`src/rtl/pushbox_pkg.sv`:
```
// pushbox_pkg: key codes, direction/FSM encodings and decode helpers for the PushBox command path.
package pushbox_pkg;
    localparam logic [7:0] KEY_ENTER = 8'h0D;
    localparam logic [7:0] KEY_BACK  = 8'h08;
    localparam logic [7:0] KEY_ESC   = 8'h1B;
    localparam logic [7:0] KEY_UP    = 8'h1E;
    localparam logic [7:0] KEY_DOWN  = 8'h1F;
    localparam logic [7:0] KEY_LEFT  = 8'h1D;
    localparam logic [7:0] KEY_RIGHT = 8'h1C;
    localparam logic [1:0] DIR_UP    = 2'b00;
    localparam logic [1:0] DIR_DOWN  = 2'b01;
    localparam logic [1:0] DIR_LEFT  = 2'b10;
    localparam logic [1:0] DIR_RIGHT = 2'b11;

    typedef enum logic [1:0] {BOOT, IDLE, WAIT} state_e;

    typedef struct packed {
        logic       pushed;
        logic [1:0] dir;
    } hist_t;

    typedef struct packed {
        logic       inp;
        logic       idx;
        logic       clr;
        logic       mov;
        logic       und;
        logic       restart;
        logic       ext;
        logic       pull;
        logic [1:0] dir;
        logic [7:0] ascii;
    } cmd_t;

    function automatic logic is_arrow(input logic [7:0] k);
        return k == KEY_UP || k == KEY_DOWN || k == KEY_LEFT || k == KEY_RIGHT;
    endfunction

    function automatic logic [1:0] key_dir(input logic [7:0] k);
        return k == KEY_UP ? DIR_UP : k == KEY_DOWN ? DIR_DOWN : k == KEY_LEFT ? DIR_LEFT : DIR_RIGHT;
    endfunction

    // Up/down and left/right differ only in bit 0.
    function automatic logic [1:0] opposite(input logic [1:0] d);
        return {d[1], ~d[0]};
    endfunction
endpackage

```
`src/rtl/pushbox_cmd_ctrl_if.sv`:
```
// pushbox_cmd_ctrl_if: key input, engine handshake and command outputs of the PushBox dispatcher.
interface pushbox_cmd_ctrl_if #(parameter int STEP_W = 16);
    logic [7:0]        ascii;
    logic              ready;
    logic              key_break;
    logic              cmd_done;
    logic              move_ok;
    logic              move_pushed;
    logic              load_done;
    logic              mode;
    logic              input_pulse;
    logic              clear_pulse;
    logic              index_pulse;
    logic              move_pulse;
    logic              undo_pulse;
    logic              undo_pull;
    logic [1:0]        direction;
    logic              restart_pulse;
    logic              exit_pulse;
    logic [7:0]        cmd_ascii;
    logic [STEP_W-1:0] step;
    logic              undo_avail;
    logic              key_drop;

    modport master (
        output ascii, ready, key_break, cmd_done, move_ok, move_pushed, load_done,
        input  mode, input_pulse, clear_pulse, index_pulse, move_pulse, undo_pulse, undo_pull,
               direction, restart_pulse, exit_pulse, cmd_ascii, step, undo_avail, key_drop
    );

    modport slave (
        input  ascii, ready, key_break, cmd_done, move_ok, move_pushed, load_done,
        output mode, input_pulse, clear_pulse, index_pulse, move_pulse, undo_pulse, undo_pull,
               direction, restart_pulse, exit_pulse, cmd_ascii, step, undo_avail, key_drop
    );
endinterface

```
`src/rtl/pushbox_key_fifo.sv`:
```
// pushbox_key_fifo: synchronous FIFO with head-of-queue read; a push while full is discarded even if a pop coincides.
module pushbox_key_fifo #(
    parameter int DEPTH = 4,
    parameter int W     = 8
) (
    input  logic         clk,
    input  logic         rst,
    input  logic         push_i,
    input  logic         pop_i,
    input  logic [W-1:0] data_i,
    output logic [W-1:0] data_o,
    output logic         empty_o,
    output logic         full_o
);
    localparam int AW = $clog2(DEPTH);

    logic [W-1:0]  mem_q [DEPTH];
    logic [AW-1:0] wp_q, rp_q;
    logic [AW:0]   cnt_q;
    logic          do_push, do_pop;

    assign empty_o = cnt_q == '0;
    assign full_o  = cnt_q == (AW+1)'(DEPTH);
    assign do_push = push_i && !full_o;
    assign do_pop  = pop_i && !empty_o;
    assign data_o  = mem_q[rp_q];

    always_ff @(posedge clk)
        if (do_push) mem_q[wp_q] <= data_i;

    always_ff @(posedge clk or posedge rst)
        if (rst) begin
            wp_q  <= '0;
            rp_q  <= '0;
            cnt_q <= '0;
        end else begin
            wp_q  <= wp_q + AW'(do_push);
            rp_q  <= rp_q + AW'(do_pop);
            cnt_q <= cnt_q + (AW+1)'(do_push) - (AW+1)'(do_pop);
        end
endmodule

```
`src/rtl/pushbox_cmd_ctrl.sv`:
```
// pushbox_cmd_ctrl: PushBox key dispatcher with one command in flight, undo history and step counter.
module pushbox_cmd_ctrl
    import pushbox_pkg::*;
#(
    parameter int QUEUE_DEPTH = 4,
    parameter int UNDO_DEPTH  = 16,
    parameter int STEP_W      = 16,
    parameter int BOOT_DELAY  = 500000
) (
    input logic               clk,
    input logic               rst,
    pushbox_cmd_ctrl_if.slave bus
);
    localparam int CW  = $clog2(BOOT_DELAY + 1);
    localparam int HW  = $clog2(UNDO_DEPTH);
    localparam int HCW = HW + 1;

    state_e            state_q, state_d;
    logic [CW-1:0]     cnt_q, cnt_d;
    logic              mode_q, mode_d;
    cmd_t              cmd_q, cmd_d;
    logic              wmove_q, wmove_d, wundo_q, wundo_d;
    logic [1:0]        wdir_q, wdir_d;
    logic [STEP_W-1:0] step_q, step_d;
    logic [HW-1:0]     hp_q, hp_d;
    logic [HCW-1:0]    hc_q, hc_d;
    logic              drop_q;
    hist_t             hist_q [UNDO_DEPTH];
    hist_t             hist_top;
    logic              hist_we, pop, go, push, empty, full;
    logic [7:0]        head;

    assign push     = bus.ready && !bus.key_break;
    assign hist_top = hist_q[hp_q - HW'(1)];

    pushbox_key_fifo #(.DEPTH(QUEUE_DEPTH), .W(8)) u_fifo (
        .clk    (clk),
        .rst    (rst),
        .push_i (push),
        .pop_i  (pop),
        .data_i (bus.ascii),
        .data_o (head),
        .empty_o(empty),
        .full_o (full)
    );

    always_comb begin
        state_d = state_q;
        cnt_d   = cnt_q;
        mode_d  = mode_q;
        cmd_d   = '0;
        wmove_d = wmove_q;
        wundo_d = wundo_q;
        wdir_d  = wdir_q;
        step_d  = step_q;
        hp_d    = hp_q;
        hc_d    = hc_q;
        pop     = 1'b0;
        go      = 1'b0;
        hist_we = 1'b0;
        if (state_q == BOOT) begin
            cnt_d   = cnt_q + CW'(1);
            state_d = cnt_q == CW'(BOOT_DELAY - 1) ? IDLE : BOOT;
        end else if (state_q == IDLE) begin
            pop = !empty;
            if (!empty && !mode_q) begin
                cmd_d.inp = head >= 8'h20 || head == KEY_BACK;
                cmd_d.idx = head == KEY_ENTER;
                cmd_d.clr = head == KEY_ESC;
            end else if (!empty) begin
                cmd_d.mov     = is_arrow(head);
                cmd_d.und     = head == KEY_BACK && hc_q != '0;
                cmd_d.restart = head == KEY_ENTER;
                cmd_d.ext     = head == KEY_ESC;
                cmd_d.pull    = cmd_d.und && hist_top.pushed;
                cmd_d.dir     = cmd_d.mov ? key_dir(head) : cmd_d.und ? opposite(hist_top.dir) : DIR_UP;
            end
            go          = cmd_d.inp || cmd_d.idx || cmd_d.clr || cmd_d.mov || cmd_d.und || cmd_d.restart;
            cmd_d.ascii = (go || cmd_d.ext) ? head : 8'h00;
            if (cmd_d.ext) mode_d = 1'b0;
            if (cmd_d.und) begin
                hp_d = hp_q - HW'(1);
                hc_d = hc_q - HCW'(1);
            end
            if (go) begin
                state_d = WAIT;
                wmove_d = cmd_d.mov;
                wundo_d = cmd_d.und;
                wdir_d  = cmd_d.dir;
            end
        end else if (bus.cmd_done) begin
            state_d = IDLE;
            hist_we = wmove_q && bus.move_ok;
            if (hist_we) begin
                hp_d   = hp_q + HW'(1);
                hc_d   = hc_q == HCW'(UNDO_DEPTH) ? hc_q : hc_q + HCW'(1);
                step_d = &step_q ? step_q : step_q + STEP_W'(1);
            end
            if (wundo_q) step_d = step_q == '0 ? step_q : step_q - STEP_W'(1);
        end
        // A finished level load overrides any completion arriving in the same cycle.
        if (bus.load_done) begin
            mode_d  = 1'b1;
            hc_d    = '0;
            step_d  = '0;
            hist_we = 1'b0;
            if (state_q == WAIT) state_d = IDLE;
        end
    end

    always_ff @(posedge clk)
        if (hist_we) hist_q[hp_q] <= {bus.move_pushed, wdir_q};

    always_ff @(posedge clk or posedge rst)
        if (rst) begin
            state_q <= BOOT;
            cnt_q   <= '0;
            mode_q  <= 1'b0;
            cmd_q   <= '0;
            wmove_q <= 1'b0;
            wundo_q <= 1'b0;
            wdir_q  <= '0;
            step_q  <= '0;
            hp_q    <= '0;
            hc_q    <= '0;
            drop_q  <= 1'b0;
        end else begin
            state_q <= state_d;
            cnt_q   <= cnt_d;
            mode_q  <= mode_d;
            cmd_q   <= cmd_d;
            wmove_q <= wmove_d;
            wundo_q <= wundo_d;
            wdir_q  <= wdir_d;
            step_q  <= step_d;
            hp_q    <= hp_d;
            hc_q    <= hc_d;
            drop_q  <= push && full;
        end

    assign bus.mode          = mode_q;
    assign bus.input_pulse   = cmd_q.inp;
    assign bus.index_pulse   = cmd_q.idx;
    assign bus.clear_pulse   = cmd_q.clr;
    assign bus.move_pulse    = cmd_q.mov;
    assign bus.undo_pulse    = cmd_q.und;
    assign bus.undo_pull     = cmd_q.pull;
    assign bus.direction     = cmd_q.dir;
    assign bus.restart_pulse = cmd_q.restart;
    assign bus.exit_pulse    = cmd_q.ext;
    assign bus.cmd_ascii     = cmd_q.ascii;
    assign bus.step          = step_q;
    assign bus.undo_avail    = hc_q != '0;
    assign bus.key_drop      = drop_q;
endmodule

```
`src/flat_wrapper.sv`:
```
// flat-port wrapper written by rule: the top's interface ports become plain ports
module pushbox_cmd_ctrl_flat import pushbox_pkg::*;
#(
    parameter int QUEUE_DEPTH = 4,
    parameter int UNDO_DEPTH  = 16,
    parameter int STEP_W      = 16,
    parameter int BOOT_DELAY  = 500000
)
  (clk, rst, bus_ascii, bus_ready, bus_key_break, bus_cmd_done, bus_move_ok, bus_move_pushed, bus_load_done, bus_mode, bus_input_pulse, bus_clear_pulse, bus_index_pulse, bus_move_pulse, bus_undo_pulse, bus_undo_pull, bus_direction, bus_restart_pulse, bus_exit_pulse, bus_cmd_ascii, bus_step, bus_undo_avail, bus_key_drop);
  pushbox_cmd_ctrl_if #(.STEP_W(STEP_W)) bus_i ();
  input logic clk;
  input logic rst;
  input wire logic [$bits(bus_i.ascii)-1:0] bus_ascii;
  input wire logic [$bits(bus_i.ready)-1:0] bus_ready;
  input wire logic [$bits(bus_i.key_break)-1:0] bus_key_break;
  input wire logic [$bits(bus_i.cmd_done)-1:0] bus_cmd_done;
  input wire logic [$bits(bus_i.move_ok)-1:0] bus_move_ok;
  input wire logic [$bits(bus_i.move_pushed)-1:0] bus_move_pushed;
  input wire logic [$bits(bus_i.load_done)-1:0] bus_load_done;
  output wire logic [$bits(bus_i.mode)-1:0] bus_mode;
  output wire logic [$bits(bus_i.input_pulse)-1:0] bus_input_pulse;
  output wire logic [$bits(bus_i.clear_pulse)-1:0] bus_clear_pulse;
  output wire logic [$bits(bus_i.index_pulse)-1:0] bus_index_pulse;
  output wire logic [$bits(bus_i.move_pulse)-1:0] bus_move_pulse;
  output wire logic [$bits(bus_i.undo_pulse)-1:0] bus_undo_pulse;
  output wire logic [$bits(bus_i.undo_pull)-1:0] bus_undo_pull;
  output wire logic [$bits(bus_i.direction)-1:0] bus_direction;
  output wire logic [$bits(bus_i.restart_pulse)-1:0] bus_restart_pulse;
  output wire logic [$bits(bus_i.exit_pulse)-1:0] bus_exit_pulse;
  output wire logic [$bits(bus_i.cmd_ascii)-1:0] bus_cmd_ascii;
  output wire logic [$bits(bus_i.step)-1:0] bus_step;
  output wire logic [$bits(bus_i.undo_avail)-1:0] bus_undo_avail;
  output wire logic [$bits(bus_i.key_drop)-1:0] bus_key_drop;
  assign bus_i.ascii = bus_ascii;
  assign bus_i.ready = bus_ready;
  assign bus_i.key_break = bus_key_break;
  assign bus_i.cmd_done = bus_cmd_done;
  assign bus_i.move_ok = bus_move_ok;
  assign bus_i.move_pushed = bus_move_pushed;
  assign bus_i.load_done = bus_load_done;
  assign bus_mode = bus_i.mode;
  assign bus_input_pulse = bus_i.input_pulse;
  assign bus_clear_pulse = bus_i.clear_pulse;
  assign bus_index_pulse = bus_i.index_pulse;
  assign bus_move_pulse = bus_i.move_pulse;
  assign bus_undo_pulse = bus_i.undo_pulse;
  assign bus_undo_pull = bus_i.undo_pull;
  assign bus_direction = bus_i.direction;
  assign bus_restart_pulse = bus_i.restart_pulse;
  assign bus_exit_pulse = bus_i.exit_pulse;
  assign bus_cmd_ascii = bus_i.cmd_ascii;
  assign bus_step = bus_i.step;
  assign bus_undo_avail = bus_i.undo_avail;
  assign bus_key_drop = bus_i.key_drop;
  pushbox_cmd_ctrl #(.QUEUE_DEPTH(QUEUE_DEPTH), .UNDO_DEPTH(UNDO_DEPTH), .STEP_W(STEP_W), .BOOT_DELAY(BOOT_DELAY)) u_core (.clk(clk), .rst(rst), .bus(bus_i));
endmodule
```
`config.mk`:
```
export PLATFORM = sky130hd
export DESIGN_NAME = pushbox_cmd_ctrl_flat
export DESIGN_NICKNAME = d
export VERILOG_FILES = /design/src/rtl/pushbox_pkg.sv /design/src/rtl/pushbox_cmd_ctrl_if.sv /design/src/rtl/pushbox_key_fifo.sv /design/src/rtl/pushbox_cmd_ctrl.sv /design/src/flat_wrapper.sv
export SDC_FILE = /design/constraint.sdc
export NUM_CORES = 1
export LEC_CHECK = 0
export CAP_MARGIN = 10
export CORE_ASPECT_RATIO = 0.75
export CORE_MARGIN = 2
export CORE_UTILIZATION = 59
export CTS_CLUSTER_SIZE = 14
export DETAILED_ROUTE_END_ITERATION = 6
export GPL_ROUTABILITY_DRIVEN = 0
export GPL_TIMING_DRIVEN = 0
export PLACE_DENSITY = 0.86
export SETUP_SLACK_MARGIN = 0.4
export SLEW_MARGIN = 20
export SYNTH_ARGS = -nofsm -noshare
export SYNTH_HDL_FRONTEND = slang
export SYNTH_SLANG_ARGS = --single-unit
```
`constraint.sdc`:
```
create_clock -name clk -period 4.41 [get_ports clk]
set_clock_uncertainty 0.2 [all_clocks]
set_input_delay 0.6615 -clock clk [delete_from_list [all_inputs] [get_ports clk]]
set_output_delay 0.6615 -clock clk [all_outputs]
set_load 0.01 [all_outputs]
```
==> impl_metrics.tcl, run 1 <==
set metrics [dict create \
    status "finished, final reports clean" \
    synth_edf_count 80 \
    final_net_count 681 \
    yosys-top-cells-area "edfxtp_1 (33%), dfrtp_1 (26%), mux4_2 (6.2%)" \
    slew_viol_final 0 \
    cts.reportedPaths.clkPinSlew_ns 0.06 \
    synth.yosys.warnings 0 \
    vias_per_cell 6.061 \
    crit_arrival_ns 3.89 \
    async_flop_share 0.4904 \
    synth-simple-area-share 0.1382 \
    ios 53 \
    cp-start-kind "register" \
    setup_ws_ns 0.6267 \
    cts_root_buffer "clkbuf_16" \
    grt_pass1_wl_mm 24.95 \
    cts_tree "yes" \
    wl_met3_um 986 \
    die_h_um 100.4 \
    ctsHtreeMaxLevel 4 \
    die_w_um 132.5 \
    synth_seq_cells 157 \
    routed_wl_mm 15.37 \
    grt_pass1_vias 4955 \
    drtAntennaViolNets 0 \
    synth.avg_cell_area_um2 12.98 \
    hold_viol 0 \
    synth_top_area_share 0.3288 \
    synth-adder-area-share 0.05445 \
    ys_types 59 \
    seq_area_mm2 0.004329 \
    setup_tns_ns 0 \
    rows 35 \
    cts_buffers 17 \
    yosysSeqAreaShare 0.5925 \
    route.vias.total 4934 \
    finalSetupViolations 0 \
    port_buffers 52 \
    p_leak_nw 3.487 \
    yosys.area.top_type "edfxtp_1" \
    fp.coreArea_mm2 0.01217 \
    min_period_ns 3.783 \
    synthMuxAreaShare 0.08116 \
    fmax_ghz 0.2643 \
    filler_cell_count 806 \
    slew_headroom 0.4659 \
    clk_latency_ns 0.42 \
    synth_xor_area_frac 0.04914 \
    first_pass_iters 5 \
    antenna_found_initial 0 \
    hold_class "reg -> reg" \
    yosysMostFrequentCell "edfxtp_1" \
    antennaDiodeCount 0 \
    synth.top_cells.by_count "edfxtp_1 (80), dfrtp_1 (77), nor2_1 (58)" \
    cts.sinks 157 \
    synth_top_flop_cell "edfxtp_1" \
    crit_required_ns 4.52 \
    end_kind "register" \
    route.detailed.drc 0 \
    synth_top_family_by_area "simple AND/OR/NAND/NOR gates" \
    multi_input_area_mm2 0.002870 \
    synth_nets 609 \
    die_area_mm2 0.01330 \
    power_density_mw_per_mm2 481.1 \
    wl_met2_mm 7.461 \
    worst_pin_slew_ns 0.8012 \
    netlist_instances 563 \
    grt_overflow 0 \
    dp.final_hpwl_mm 10.59 \
    topRoutingLayerUsed "met4" \
    drt_iter0_markers 438 \
    cp_max_fo 23 \
    hold_buffers 0 \
    ir_drop_uv 534.3 \
    track_usage 0.2465 \
    crit_type "reg -> reg" \
    fin_crit_sh 0.8579 \
    synth-compound-area-share 0.06747 \
    cap_viol_max_count 0 \
    grt_max_degree 55 \
    syn_area_mm2 0.007307 \
    rsz0062_at_grt "false" \
    initial_core_util 0.6002 \
    m1WireLength_mm 6.607 \
    clock_path_buffers 2 \
    syn2layout_area_growth_pct 18.54 \
    drive_above_1_share 0.1188 \
    wl_per_cell_um 18.89 \
    pre_cts_ws_ns 0.3517 \
]
metrics by stage:
| step | hold slack [ns] | total power, mW | utilization | cells | area [µm²] |
|---|---|---|---|---|---|
| 2_1_floorplan | 0.2382 | 2.472 | - | 563 | 7307 |
| 3_3_place_gp | 0.2590 | 2.661 | 0.6600 | 781 | 8035 |
| 3_5_place_dp | 0.2613 | 2.732 | 0.6633 | 782 | 8075 |
| 4_1_cts | 0.2708 | 4.178 | 0.7108 | 814 | 8653 |
| 5_1_grt | 0.2913 | 4.343 | 0.7115 | 814 | 8662 |
| 6_report | 0.2718 | 4.167 | 0.7115 | 814 | 8662 |
worst max-delay path, stage by stage (launching register included):
cell and delay, ns:
dfrtp_1 0.86, ha_1 0.38, a211oi_1 0.39, o21ai_0 0.23, a221oi_2 0.39, a211oi_1 0.16
or4_1 0.53, o311ai_0 0.13, mux2_2 0.38
sequential cells by signal, summed over array words and instances (netlist names), 2 cells and up:
| signal | cells |
|---|---|
| u_core.u_fifo.cnt_q | 3 |
| u_core.hc_q | 5 |
| u_core.u_fifo.rp_q | 2 |
| u_core.state_q | 2 |
| u_core.hist_q | 48 |
| u_core.hp_q | 4 |
| u_core.u_fifo.mem_q | 32 |
| u_core.cnt_q | 19 |
| u_core.bus.direction | 2 |
| u_core.bus.cmd_ascii | 8 |
| u_core.u_fifo.wp_q | 2 |
| u_core.bus.step | 16 |
| u_core.wdir_q | 2 |
layout make-up:
cell class,count,share of cell area
sequential,157,0.4998
clock inverter,15,0.01748
clock buffer,17,0.04911
multi-input combinational,377,0.3314
tap,166,0.02398
buffer,14,0.008233
inverter,15,0.006789
timing repair buffer,53,0.06327
layer usage:
metal	GRT usage	vias to the layer above
met5	0	-
met4	0.09016	0
met3	0.05960	33
met2	0.4033	196
met1	0.3277	2464
li1	-	2241
repair_timing:
item | in CTS | in global routing
gates resized for setup | 1 | 3
endpoints found under the setup margin | 2 | 2
pin swaps | 0 | 0
buffers inserted | 0 | 0
layout by cell type, fill, tap and decap left out, drive strengths merged, types with 10 or more instances in the layout:
cell type       n
a21o           12
a21oi          23
and2           10
clkbuf         25
clkdlybuf4s50  52
dfrtp          77
edfxtp         80
ha             27
inv            22
mux4           21
nand2          38
nand3          12
nand4          14
nor2           59
nor3           22
o21ai          12
xnor2          22
xor2           19
path summary, 6_finish.rpt:
path                                         startpoint                               to  slack (ns)  depth (start not counted)
min reg2reg                u_core.cnt_q[18]$_DFFE_PP0P_     u_core.cnt_q[18]$_DFFE_PP0P_        0.27                          1
max reg2reg                  u_core.wundo_q$_DFFE_PP0P_  u_core.bus.step[15]$_DFFE_PP0P_        0.63                          8
min                        u_core.cnt_q[18]$_DFFE_PP0P_     u_core.cnt_q[18]$_DFFE_PP0P_        0.27                          1
min in group asynchronous                           rst   u_core.bus.step[3]$_DFFE_PP0P_        0.36                          2
max                          u_core.wundo_q$_DFFE_PP0P_  u_core.bus.step[15]$_DFFE_PP0P_        0.63                          8
max in group asynchronous                           rst    u_core.bus.key_drop$_DFF_PP0_        3.07                          3
where the power goes:
group,internal (mW),leakage (nW),switching [mW]
clock network,0.795,0.273,0.634
logic,0.398,1.50,0.525
registers,1.69,1.72,0.121
logic make-up (layout without fill, tap and decap cells):
kind of cell             count (synthesis)  count (layout)
AO/OA/AOI/OAI                           74              74
multiplexers                            32              32
AND/OR/NAND/NOR                        200             200
buffers and inverters                   29             114
adder cells (fa/ha/maj)                 30              30
flip-flops                             157             157
XOR/XNOR                                41              41
Note: power is estimated with default switching activity, not from simulation.
==> run 2: changes to the inputs <==
--- a/config.mk
+++ b/config.mk
@@ -9,7 +9,6 @@
 export CORE_ASPECT_RATIO = 0.75
 export CORE_MARGIN = 2
 export CORE_UTILIZATION = 59
-export CTS_CLUSTER_SIZE = 14
 export DETAILED_ROUTE_END_ITERATION = 6
 export GPL_ROUTABILITY_DRIVEN = 0
 export GPL_TIMING_DRIVEN = 0
==> results of run 2 <==
Same layout as run 1: the final DEF is identical, and so are final timing and power.
==> run 3: changes to the inputs <==
--- a/config.mk
+++ b/config.mk
@@ -8,11 +8,13 @@
 export CAP_MARGIN = 10
 export CORE_ASPECT_RATIO = 0.75
 export CORE_MARGIN = 2
-export CORE_UTILIZATION = 59
+export CORE_UTILIZATION = 63
+export CTS_CLUSTER_SIZE = 24
 export DETAILED_ROUTE_END_ITERATION = 6
+export DONT_BUFFER_PORTS = 1
 export GPL_ROUTABILITY_DRIVEN = 0
 export GPL_TIMING_DRIVEN = 0
-export PLACE_DENSITY = 0.86
+export PLACE_DENSITY = 0.85
 export SETUP_SLACK_MARGIN = 0.4
 export SLEW_MARGIN = 20
 export SYNTH_ARGS = -nofsm -noshare
==> run 3 against run 2 <==
Effect of this change: combinational power shrank 7.7%; register-to-register slack gained 0.03 ns; highest routed layer unchanged; critical endpoint unchanged; critical path depth is the same.
==> impl_metrics.tcl, run 3 (same netlist as run 1, synthesis figures left out) <==
set metrics [dict create \
    status "finished, final reports clean" \
    die_w_um 128.4 \
    power_density_mw_per_mm2 504.2 \
    dp.cells 708 \
    fin_area_mm2 0.008114 \
    first_pass_iters 5 \
    drt_iter0_markers 416 \
    crit_type "reg -> reg" \
    p_leak_nw 3.288 \
    cts.reportedPaths.clkPinSlew_ns 0.07 \
    total_power_mw 4.091 \
    ios 53 \
    cts.sinks 157 \
    pre_cts_ws_ns 0.3874 \
    setup_ws_ns 0.6575 \
    hold_class "in -> reg" \
    antennaDiodeCount 0 \
    track_usage 0.2519 \
    port_buffers 0 \
    cts_buffers 17 \
    rsz0062_at_grt "false" \
    syn2layout_area_growth_pct 11.04 \
    place_area_mm2 0.007527 \
    grt_overflow 0 \
    end_kind "register" \
    seq_area_mm2 0.004329 \
    initial_core_util 0.6385 \
    drive_above_1_share 0.1223 \
    ir_drop_uv 351.1 \
    grt_pass1_vias 4684 \
    largest_register "u_core.hist_q" \
    p_clk_frac 0.347 \
    largest_reg_flops 48 \
    switching_share 0.2933 \
    drtAntennaViolNets 0 \
    route.vias.total 4618 \
    antenna_found_initial 0 \
    final_net_count 630 \
    post_cts_buffers 0 \
    clk_latency_ns 0.42 \
    stdcell_count 741 \
    grt_pass1_wl_mm 23.84 \
    dp.final_hpwl_mm 10.06 \
    route.detailed.drc 0 \
    fin_crit_sh 0.8509 \
    hold_viol 0 \
    ctsHtreeMaxLevel 4 \
    die_h_um 97.27 \
    p_seq_frac 0.444 \
    slew_viol_final 0 \
    wl_per_cell_um 19.84 \
    slew_headroom 0.4670 \
    grt_max_degree 48 \
    power_switching_mw 1.200 \
    filler_cell_count 778 \
    cp-start-kind "register" \
    finalSetupViolations 0 \
    rows 34 \
    setup_tns_ns 0 \
    crit_required_ns 4.52 \
    clock_path_buffers 2 \
    layout_common_cells "edfxtp_1 (80), dfrtp_1 (77), nor2_1 (58)" \
    die_area_mm2 0.01248 \
    worst_pin_slew_ns 0.7996 \
    fmax_ghz 0.2665 \
    cp_max_fo 23 \
    top_regs "u_core.hist_q: 48 flops, u_core.u_fifo.mem_q: 32 flops, u_core.cnt_q: 19 flops" \
    cts_root_buffer "clkbuf_16" \
    combPwrFrac 0.208 \
    multi_input_area_mm2 0.002863 \
    fp.coreArea_mm2 0.01144 \
    layout_commonest_cell "edfxtp_1" \
    internal_power_mw 2.891 \
    crit_arrival_ns 3.87 \
    routed_wl_mm 14.71 \
    cts_tree "yes" \
    vias_per_cell 6.232 \
    min_period_ns 3.752 \
    cap_viol_max_count 0 \
]
## run 3: routing by layer
layer	vias up	GRT usage	wire, µm
met3	22	0.06553	754
li1	2125	-	-
met2	138	0.3965	7170
met4	0	0.09298	276
met5	-	0	0
met1	2333	0.3427	6503
## run 3: power by group through the flow
stage | combinational [mW] | clock, mW | sequential (mW)
floorplan | 0.665 | 0 | 1.81
global placement | 0.794 | 0 | 1.83
detailed placement | 0.846 | 0 | 1.84
CTS | 0.856 | 1.44 | 1.82
global route | 0.942 | 1.50 | 1.84
finish | 0.853 | 1.42 | 1.82
## run 3: timing repair
item	4_1_cts	5_1_grt
hold buffers	1	0
resized for setup	1	2
setup endpoints to repair	2	2
hold endpoints to repair	30	0
## run 3: path summary, 6_finish.rpt
| kind | from | to | slack [ns] | depth (start not counted) |
|---|---|---|---|---|
| max in group asynchronous | rst | u_core.u_fifo.rp_q[0]$_DFF_PP0_ | 2.90 | 3 |
| max | u_core.wundo_q$_DFFE_PP0P_ | u_core.bus.step[15]$_DFFE_PP0P_ | 0.66 | 8 |
| min | bus_ascii[3] | u_core.u_fifo.mem_q[2][3]$_DFFE_PP_ | 0.13 | 0 |
| min reg2reg | u_core.cnt_q[18]$_DFFE_PP0P_ | u_core.cnt_q[18]$_DFFE_PP0P_ | 0.27 | 1 |
| max reg2reg | u_core.wundo_q$_DFFE_PP0P_ | u_core.bus.step[15]$_DFFE_PP0P_ | 0.66 | 8 |
| min in group asynchronous | rst | u_core.bus.step[7]$_DFFE_PP0P_ | 0.53 | 2 |
## run 3: cell type report
cell class | count | area share
plain buffers | 14 | 0.008790
clock buffers | 18 | 0.05289
clock inverters | 14 | 0.01789
inverters | 15 | 0.007247
multi-input cells | 377 | 0.3528
flip-flops and latches | 157 | 0.5335
well taps | 144 | 0.02221
repair buffers | 2 | 0.004626
## run 3: worst max-delay path, stage by stage (launching register included)
cell and delay, ns:
dfrtp_1 0.86, ha_1 0.38, a211oi_1 0.35, o21ai_0 0.21
a221oi_2 0.41, a211oi_1 0.15, or4_1 0.54, o311ai_0 0.15
mux2_2 0.39
## run 3: through the flow
| step | utilization | hold WS, ns |
|---|---|---|
| 2_1_floorplan | - | 0.2382 |
| 3_3_place_gp | 0.6543 | 0.2566 |
| 3_5_place_dp | 0.6578 | 0.2572 |
| 4_1_cts | 0.7089 | 0.1144 |
| 5_1_grt | 0.7091 | 0.1106 |
| 6_report | 0.7091 | 0.1312 |
